`config.mk`:
```
export PLATFORM = sky130hd
export DESIGN_NAME = irq_priority_controller_flat
export DESIGN_NICKNAME = d
export VERILOG_FILES = /design/src/rtl/irq_priority_controller_if.sv /design/src/rtl/irq_priority_controller.sv /design/src/flat_wrapper.sv
export SDC_FILE = /design/constraint.sdc
export NUM_CORES = 1
export LEC_CHECK = 0
export ABC_AREA = 1
export CAP_MARGIN = 20
export CORE_ASPECT_RATIO = 1.75
export CORE_MARGIN = 2
export CORE_UTILIZATION = 38
export CTS_BUF_LIST = sky130_fd_sc_hd__clkbuf_8
export DETAILED_ROUTE_END_ITERATION = 10
export PLACE_DENSITY = 0.84
export SYNTH_ARGS = -nofsm -noshare
export SYNTH_HDL_FRONTEND = slang
export SYNTH_SLANG_ARGS = --single-unit
```
`constraint.sdc`:
```
create_clock -name i_clk -period 1.1 [get_ports i_clk]
set_input_delay 0.22 -clock i_clk [delete_from_list [all_inputs] [get_ports i_clk]]
set_output_delay 0.22 -clock i_clk [all_outputs]
set_load 0.005 [all_outputs]
```
`src/rtl/irq_priority_controller_if.sv`:
```
`default_nettype none
// ============================================================================
// Module   : irq_priority_controller_if
// Brief    : Request/acknowledge/status bundle between the interrupt controller
//            and the fetch/hazard/EXM side of the pipeline.
// Revision : 1.0
// ============================================================================
interface irq_priority_controller_if #(
    parameter int N_IRQ = 4,
    parameter int PC_W  = 32
);
    localparam int c_id_w = (N_IRQ > 1) ? $clog2(N_IRQ) : 1;

    logic [N_IRQ-1:0]  i_irq;
    logic              i_mask_we;
    logic [N_IRQ-1:0]  i_mask_data;
    logic              i_stall;
    logic              i_ack;
    logic              i_reti;
    logic              o_interrupt_call;
    logic [c_id_w-1:0] o_irq_id;
    logic [PC_W-1:0]   o_vector;
    logic [N_IRQ-1:0]  o_pending;
    logic              o_in_service;

    // Controller side.
    modport slave (
        input  i_irq, i_mask_we, i_mask_data, i_stall, i_ack, i_reti,
        output o_interrupt_call, o_irq_id, o_vector, o_pending, o_in_service
    );

    // Pipeline side.
    modport master (
        output i_irq, i_mask_we, i_mask_data, i_stall, i_ack, i_reti,
        input  o_interrupt_call, o_irq_id, o_vector, o_pending, o_in_service
    );
endinterface
`default_nettype wire

```
`src/rtl/irq_priority_controller.sv`:
```
`default_nettype none
// ============================================================================
// Module   : irq_priority_controller
// Brief    : Multi-source fixed-priority interrupt controller issuing one
//            vectored call at a time to fetch, held until return-from-interrupt.
// Revision : 1.0
// ============================================================================
module irq_priority_controller #(
    parameter int               N_IRQ         = 4,
    parameter int               PC_W          = 32,
    parameter logic [N_IRQ-1:0] EDGE_MODE     = 4'b1111,
    parameter logic [N_IRQ-1:0] MASK_RESET    = 4'b1111,
    parameter logic [PC_W-1:0]  VECTOR_BASE   = 32'h0000_0000,
    parameter logic [PC_W-1:0]  VECTOR_STRIDE = PC_W'(2)
) (
    input  wire logic                i_clk,
    input  wire logic                i_reset,
    irq_priority_controller_if.slave bus
);
    localparam int c_id_w = (N_IRQ > 1) ? $clog2(N_IRQ) : 1;

    typedef enum logic [1:0] {
        ST_IDLE       = 2'd0,
        ST_REQUEST    = 2'd1,
        ST_IN_SERVICE = 2'd2
    } state_t;

    state_t             r_state;
    state_t             w_state_nxt;
    logic [N_IRQ-1:0]   r_prev_irq;
    logic [N_IRQ-1:0]   r_pending;
    logic [N_IRQ-1:0]   r_mask;
    logic [N_IRQ-1:0]   w_pending_nxt;
    logic [N_IRQ-1:0]   w_eligible;
    logic [c_id_w-1:0]  r_irq_id;
    logic [c_id_w-1:0]  w_sel_id;
    logic [PC_W-1:0]    r_vector;
    logic [PC_W-1:0]    w_sel_vector;
    logic               w_any_eligible;
    logic               w_take_req;
    logic               w_take_ack;
    logic               w_call;
    logic               w_in_service;

    assign w_eligible     = r_pending & r_mask;
    assign w_any_eligible = |w_eligible;
    assign w_take_req     = (r_state == ST_IDLE) && w_any_eligible && !bus.i_stall;
    assign w_take_ack     = (r_state == ST_REQUEST) && bus.i_ack;

    generate
        for (genvar c = 0; c < N_IRQ; c++) begin : g_chan
            if (EDGE_MODE[c]) begin : g_edge
                // A fresh edge in the ack cycle outranks the clear.
                assign w_pending_nxt[c] =
                    (r_pending[c] & ~(w_take_ack && (r_irq_id == c_id_w'(c))))
                    | (bus.i_irq[c] & ~r_prev_irq[c]);
            end else begin : g_level
                assign w_pending_nxt[c] = bus.i_irq[c];
            end
        end
    endgenerate

    // Lowest index wins: scan downward so the last hit is the smallest.
    always_comb begin
        w_sel_id = '0;
        for (int c = N_IRQ - 1; c >= 0; c--) begin
            if (w_eligible[c]) begin
                w_sel_id = c_id_w'(c);
            end
        end
    end

    assign w_sel_vector = VECTOR_BASE + (PC_W'(w_sel_id) * VECTOR_STRIDE);

    always_ff @(posedge i_clk) begin
        if (i_reset) begin
            r_state    <= ST_IDLE;
            r_prev_irq <= '0;
            r_pending  <= '0;
            r_mask     <= MASK_RESET;
            r_irq_id   <= '0;
            r_vector   <= VECTOR_BASE;
        end else begin
            r_state    <= w_state_nxt;
            r_prev_irq <= bus.i_irq;
            r_pending  <= w_pending_nxt;
            if (bus.i_mask_we) begin
                r_mask <= bus.i_mask_data;
            end
            // Id and vector freeze once a request is issued.
            if (w_take_req) begin
                r_irq_id <= w_sel_id;
                r_vector <= w_sel_vector;
            end
        end
    end

    always_comb begin
        w_state_nxt  = r_state;
        w_call       = 1'b0;
        w_in_service = 1'b0;
        case (r_state)
            ST_IDLE: begin
                if (w_take_req) begin
                    w_state_nxt = ST_REQUEST;
                end
            end
            ST_REQUEST: begin
                w_call = ~bus.i_stall;
                if (bus.i_ack) begin
                    w_state_nxt = ST_IN_SERVICE;
                end
            end
            ST_IN_SERVICE: begin
                w_in_service = 1'b1;
                if (bus.i_reti) begin
                    w_state_nxt = ST_IDLE;
                end
            end
            default: begin
                w_state_nxt = ST_IDLE;
            end
        endcase
    end

    assign bus.o_interrupt_call = w_call;
    assign bus.o_in_service     = w_in_service;
    assign bus.o_irq_id         = r_irq_id;
    assign bus.o_vector         = r_vector;
    assign bus.o_pending        = r_pending;

endmodule
`default_nettype wire

```
`src/flat_wrapper.sv`:
```
// flat-port wrapper written by rule: the top's interface ports become plain ports
module irq_priority_controller_flat 
#(
    parameter int               N_IRQ         = 4,
    parameter int               PC_W          = 32,
    parameter logic [N_IRQ-1:0] EDGE_MODE     = 4'b1111,
    parameter logic [N_IRQ-1:0] MASK_RESET    = 4'b1111,
    parameter logic [PC_W-1:0]  VECTOR_BASE   = 32'h0000_0000,
    parameter logic [PC_W-1:0]  VECTOR_STRIDE = PC_W'(2)
)
  (i_clk, i_reset, bus_i_irq, bus_i_mask_we, bus_i_mask_data, bus_i_stall, bus_i_ack, bus_i_reti, bus_o_interrupt_call, bus_o_irq_id, bus_o_vector, bus_o_pending, bus_o_in_service);
  irq_priority_controller_if #(.N_IRQ(N_IRQ), .PC_W(PC_W)) bus_i ();
  input  wire logic i_clk;
  input  wire logic i_reset;
  input wire logic [$bits(bus_i.i_irq)-1:0] bus_i_irq;
  input wire logic [$bits(bus_i.i_mask_we)-1:0] bus_i_mask_we;
  input wire logic [$bits(bus_i.i_mask_data)-1:0] bus_i_mask_data;
  input wire logic [$bits(bus_i.i_stall)-1:0] bus_i_stall;
  input wire logic [$bits(bus_i.i_ack)-1:0] bus_i_ack;
  input wire logic [$bits(bus_i.i_reti)-1:0] bus_i_reti;
  output wire logic [$bits(bus_i.o_interrupt_call)-1:0] bus_o_interrupt_call;
  output wire logic [$bits(bus_i.o_irq_id)-1:0] bus_o_irq_id;
  output wire logic [$bits(bus_i.o_vector)-1:0] bus_o_vector;
  output wire logic [$bits(bus_i.o_pending)-1:0] bus_o_pending;
  output wire logic [$bits(bus_i.o_in_service)-1:0] bus_o_in_service;
  assign bus_i.i_irq = bus_i_irq;
  assign bus_i.i_mask_we = bus_i_mask_we;
  assign bus_i.i_mask_data = bus_i_mask_data;
  assign bus_i.i_stall = bus_i_stall;
  assign bus_i.i_ack = bus_i_ack;
  assign bus_i.i_reti = bus_i_reti;
  assign bus_o_interrupt_call = bus_i.o_interrupt_call;
  assign bus_o_irq_id = bus_i.o_irq_id;
  assign bus_o_vector = bus_i.o_vector;
  assign bus_o_pending = bus_i.o_pending;
  assign bus_o_in_service = bus_i.o_in_service;
  irq_priority_controller #(.N_IRQ(N_IRQ), .PC_W(PC_W), .EDGE_MODE(EDGE_MODE), .MASK_RESET(MASK_RESET), .VECTOR_BASE(VECTOR_BASE), .VECTOR_STRIDE(VECTOR_STRIDE)) u_core (.i_clk(i_clk), .i_reset(i_reset), .bus(bus_i));
endmodule
```
# --- Word-level counts from Yosys, hierarchy flattened ---
# Cells that the tools add are included.
word_totals:
  register_bits: 16
  latch_bits: 0
  ram_bits: 0
  mem_bits_ro: 0
  inputBits: 14
  output_inout_bits: 40
  word_cells: 57
  mem_count: 0
op_classes:
  n_addsub: 0
  mul: 0
  n_div: 0
  n_lt_le_gt_ge: 0
  eq_ne: 8
  shift: 0
  muxes: 10
  n_bitwise: 22
  n_reduce_logical: 12
op_table:
  columns: ["operator", "count"]
  rows:
  - ["$mux 2", 7]
  - ["$not 1->1", 9]
  - ["$and 1x1->1", 8]
  - ["$logic_and 1x1->1", 7]
  - ["$eq 2x2->1 const B", 3]
  - ["$pmux 2 s3", 1]
  - ["$and 4x4->4", 1]
  - ["$eq 2x1->1 const B", 2]
  - ["$logic_not 2->1", 2]
  - ["$ne 2x2->1 const B", 2]
  - ["$or 1x1->1", 4]
  - ["$reduce_or 4->1", 1]
  - ["$reduce_and 3->1", 1]
  - ["$mux 1", 2]
  - ["$ne 2x1->1 const B", 1]
  - ["$logic_not 1->1", 1]

# --- Depth between registers and ports, before layout ---
depth:
  word_depth: 6
  ltp_mapped: 7
  ltp_nobuf: 7

# --- Worst setup path after synthesis ---
# OpenSTA, ideal clock, no wires.
synth_path:
  path_type: "register to register"
  start: "register u_core.r_state[0]"
  end: "register u_core.r_pending[2], in the netlist u_core.bus.o_pending[2]"
  t_arrival_ns: 0.778
  required_ns: 0.987
  slack_ns: 0.209
  stages_incl_launch_ff: 6
  n_path_buf: 0
  period_less_slack_ns: 0.891
  path_cell_list: "dfxtp_1 > nand2_2 > nor2_4 > nand3_1 > nand3_2 > o21ai_2"
synth_via:
  elab_chain_len: 6
synth_lines:
  columns: ["element", "line", "source"]
  rows:
  - ["start, declared", "irq_priority_controller.sv:28", "state_t r_state;"]
  - ["start signal, assigned", "irq_priority_controller.sv:84", "r_state <= w_state_nxt;"]
  - ["$eq 2x1->1", "irq_priority_controller.sv:48", "assign w_take_ack = (r_state == ST_REQUEST) && bus.i_ack;"]
  - ["$logic_and 1x1->1", "irq_priority_controller.sv:48", null]
  - ["$logic_and 1x1->1", "irq_priority_controller.sv:55", "(r_pending[c] & ~(w_take_ack && (r_irq_id == c_id_w'(c))))"]
  - ["$not 1->1", "irq_priority_controller.sv:55", null]
  - ["$and 1x1->1", "irq_priority_controller.sv:55", null]
  - ["$or 1x1->1", "irq_priority_controller.sv:56", "| (bus.i_irq[c] & ~r_prev_irq[c]);"]
  - ["end signal, assigned", "irq_priority_controller.sv:86", "r_pending <= w_pending_nxt;"]
  - ["end, declared", "irq_priority_controller.sv:31", "logic [N_IRQ-1:0] r_pending;"]
# Every way passes these cells.
# A chain may end at the register's enable or synchronous reset.

# --- Worst setup path in the final report ---
layout_path:
  start: "register u_core.r_state[1]"
  end: "output bus_o_interrupt_call"
layout_via:
  elab_chain_len: 2
layout_lines:
  columns: ["element", "line", "source"]
  rows:
  - ["$eq 2x1->1", "irq_priority_controller.sv:102", "case (r_state)"]
  - ["$mux 1", "irq_priority_controller.sv:102", null]
  - ["end, declared", "flat_wrapper.sv:21", "output wire logic [$bits(bus_i.o_interrupt_call)-1:0] bus_o_interrupt_call;"]
# Every way passes these cells.

==> run_results.csv <==
group,metric,value,unit
outcome,status,"complete, but fails checks",
outcome,violations,"negative setup slack",
synthesis,ys_ff_latch,16,
setup_path,cp-start-kind,"flip-flop",
timing,max_freq,899,MHz
placement,port_buffers,23,
setup_path,critical_path_required,0.88,ns
setup_path,timing.rr.end,"u_core.bus.o_pending[2]",
hold_path,hold_path_end,"u_core.bus.o_pending[3]",
layout,nets,166,
synthesis,yosysTopAreaCellShare,34.7,%
synthesis,ys_types,17,
layout,fillerInstances,231,
clocking,cts_made_buffers,3,
synthesis,yosysSeqAreaShare,34.7,%
setup_path,r2r-start,"u_core.r_state[1]",
timing,whs,0.424,ns
setup_path,critPathCaptureType,"output port",
timing,slew_viol_final,0,
layout,area_growth,26.5,%
timing,setup_viol,1,
power_and_ir_drop,p_per_area,1230,mW/mm^2
global_route,first_global_vias,633,
detailed_routing,antenna_left,0,
layout,drive_gt1_share,26.7,%
die,io_pins,54,
detailed_routing,avgRoutedWirePerCell,9.55,um
synthesis,synthTopCellsByArea,"dfxtp_1 (35%), buf_4 (27%), nand2_1 (8.5%)",
layout,multiInputGateArea,432,um^2
placement,dp_hpwl,1.37,mm
synthesis,syn_area_per_cell,7.88,um^2
timing,fin_skew,0.00380,ns
synthesis,synth_area_leader_cell,"dfxtp_1",
global_route,grt_max_degree,16,
timing,post-route-period-util,101,%
synthesis,muxShareOfSynthArea,0,%
global_route,grt_pass1_wl,2.48,mm
synthesis,synth_area,922,um^2
die,core,0.00230,mm^2
clocking,clk_latency,0.25,ns
setup_path,critPathMaxFanout,4,
global_route,antenna_found_initial,0,
placement,place_ws,-0.396,ns
synthesis,synth_top_family_by_area,"buffers and inverters",
power_and_ir_drop,ir_worst_vdd,561,uV
die,die_width,41.2,um
job,max-cap-violations,0,
clocking,clk_pin_slew,0.06,ns
global_route,grt-ovfl-total,0,
die,dieArea,0.00285,mm^2
timing,min_period,1.11,ns
clocking,htreeDepth,1,
clocking,cts.sinks,16,
detailed_routing,viasPerCell,4.25,
die,die_h,69.2,um
synthesis,synth_xor_area_share,0,%
setup_path,critPathKind,"flip-flop to output port",
setup_path,r2r.worst_path.cells,7,
placement,place_congestion,0.734,
detailed_routing,drt_iter0_markers,4,
hold_path,hp-start,"u_core.r_prev_irq[3]",
detailed_routing,drc_errors,0,
timing,hold_viol_final,0,
layout,seq_area,325,um^2
timing,rsz0062_at_grt,"yes",
hold_path,whs_path_depth,1,
detailed_routing,first_pass_iters,4,
die,start_util,40.1,%
synthesis,synthAdderAreaFrac,0,%
clocking,cts_tree,"built",
clocking,cts_root_buffer,"clkbuf_8",
detailed_routing,wl,1.67,mm
detailed_routing,vias,743,
die,num_rows,23,
hold_path,hold_path.class,"flip-flop to flip-flop",
clocking,clockBufferDepth,2,
layout,antenna_cells,0,
global_route,track_usage,12.7,%
synthesis,synthSimpleGateAreaFrac,26.1,%
power_and_ir_drop,p_leak,0.616,nW
setup_path,arrival,0.89,ns
timing,timing.final.ws_setup,-0.0125,ns
setup_path,reg2reg_slack,0.04,ns
synthesis,yosys_warnings,0,
synthesis,synth_compound_area_share,7.46,%
synthesis,syn_inst,117,
[cells by family after synthesis]
logic type	Yosys count
AO/OA/AOI/OAI	9
buffers and inverters	44
flip-flops	16
other	1
AND/OR/NAND/NOR	47
[layout by cell type (no fill, tap or decap), drive strengths merged]
master	n
nor3	1
dlymetal6s2s	1
dlygate4sd2	8
dfxtp	16
buf	13
a21boi	1
nor2	7
o21a	1
o21ai	5
nand2	23
a21oi	2
inv	11
conb	30
clkbuf	3
nand3	16
clkdlybuf4s50	12
[worst max path at each step]
stage / start / endpoint / slack, ns / cells past startpoint
2_1_floorplan: u_core.r_state[0] / u_core.bus.o_pending[2] / 0.21 / 5
3_3_place_gp: bus_i_stall / bus_o_interrupt_call / -0.35 / 3
3_5_place_dp: bus_i_stall / bus_o_interrupt_call / -0.40 / 3
4_1_cts: u_core.r_state[1] / bus_o_interrupt_call / -0.13 / 4
5_1_grt: u_core.r_state[1] / bus_o_interrupt_call / -0.07 / 4
6_report: u_core.r_state[1] / bus_o_interrupt_call / -0.01 / 4
[cell usage after synthesis]
master and instances:
o21a_1 1, nand2_2 2, nor3_1 1, conb_1 1, nor2_2 1, inv_2 3, nor2_4 2, nor2_1 4
a21boi_0 1, inv_1 8, a21oi_1 2, nand3_2 4, o21ai_2 5, nand2_1 21, buf_4 33, nand3_1 12
dfxtp_1 16
[critical path: stages, from the launching register on]
cell	delay, ns
dfxtp_2	0.32
inv_2	0.08
nand2_2	0.06
nor2_2	0.07
buf_2	0.11
[metal layers]
| metal | global-route usage, % | up-vias | routed length [um] |
|---|---|---|---|
| li1 | - | 370 | - |
| met1 | 11.0 | 325 | 558 |
| met2 | 21.9 | 43 | 885 |
| met3 | 1.93 | 5 | 166 |
| met4 | 10.8 | 0 | 61 |
| met5 | 0 | - | 0 |
[metrics by stage]
step	area, um^2	cells	utilization (%)	total power, W	TNS [ns]
final	1170	175	50.7	0.00144	-0.0125
after detailed placement	1130	172	49.0	0.00104	-2.11
after global routing	1170	175	50.7	0.00153	-0.131
after CTS	1160	175	50.3	0.00145	-0.130
after global placement	1130	172	49.0	0.00103	-1.76
after floorplan	1030	146	-	0.000929	0
[power breakdown]
part / internal, W / switching (W) / total (W)
Clock: 0.000243 / 0.000183 / 0.000426
Combinational: 0.000176 / 0.000177 / 0.000353
Sequential: 0.000632 / 0.0000291 / 0.000661
[registers in the layout, summed over array words and instances, names as in the netlist]
| name | count |
|---|---|
| u_core.bus.o_irq_id | 2 |
| u_core.r_prev_irq | 4 |
| u_core.bus.o_pending | 4 |
| u_core.r_mask | 4 |
| u_core.r_state | 2 |
[cell type report]
type                    count  share of cell area (%)
inverters                  11                    3.54
multi-input cells          86                    37.0
flip-flops and latches     16                    27.9
repair buffers             34                    25.3
clock buffers               3                    3.54
well taps                  25                    2.68
[timing repair]
| item | in CTS | in global routing |
|---|---|---|
| endpoints found under the setup margin | 10 | 4 |
| setup buffers | 0 | 0 |
| resized for setup | 18 | 6 |
| hold buffers | 0 | 0 |
Note: power is estimated with default switching activity, not from simulation.
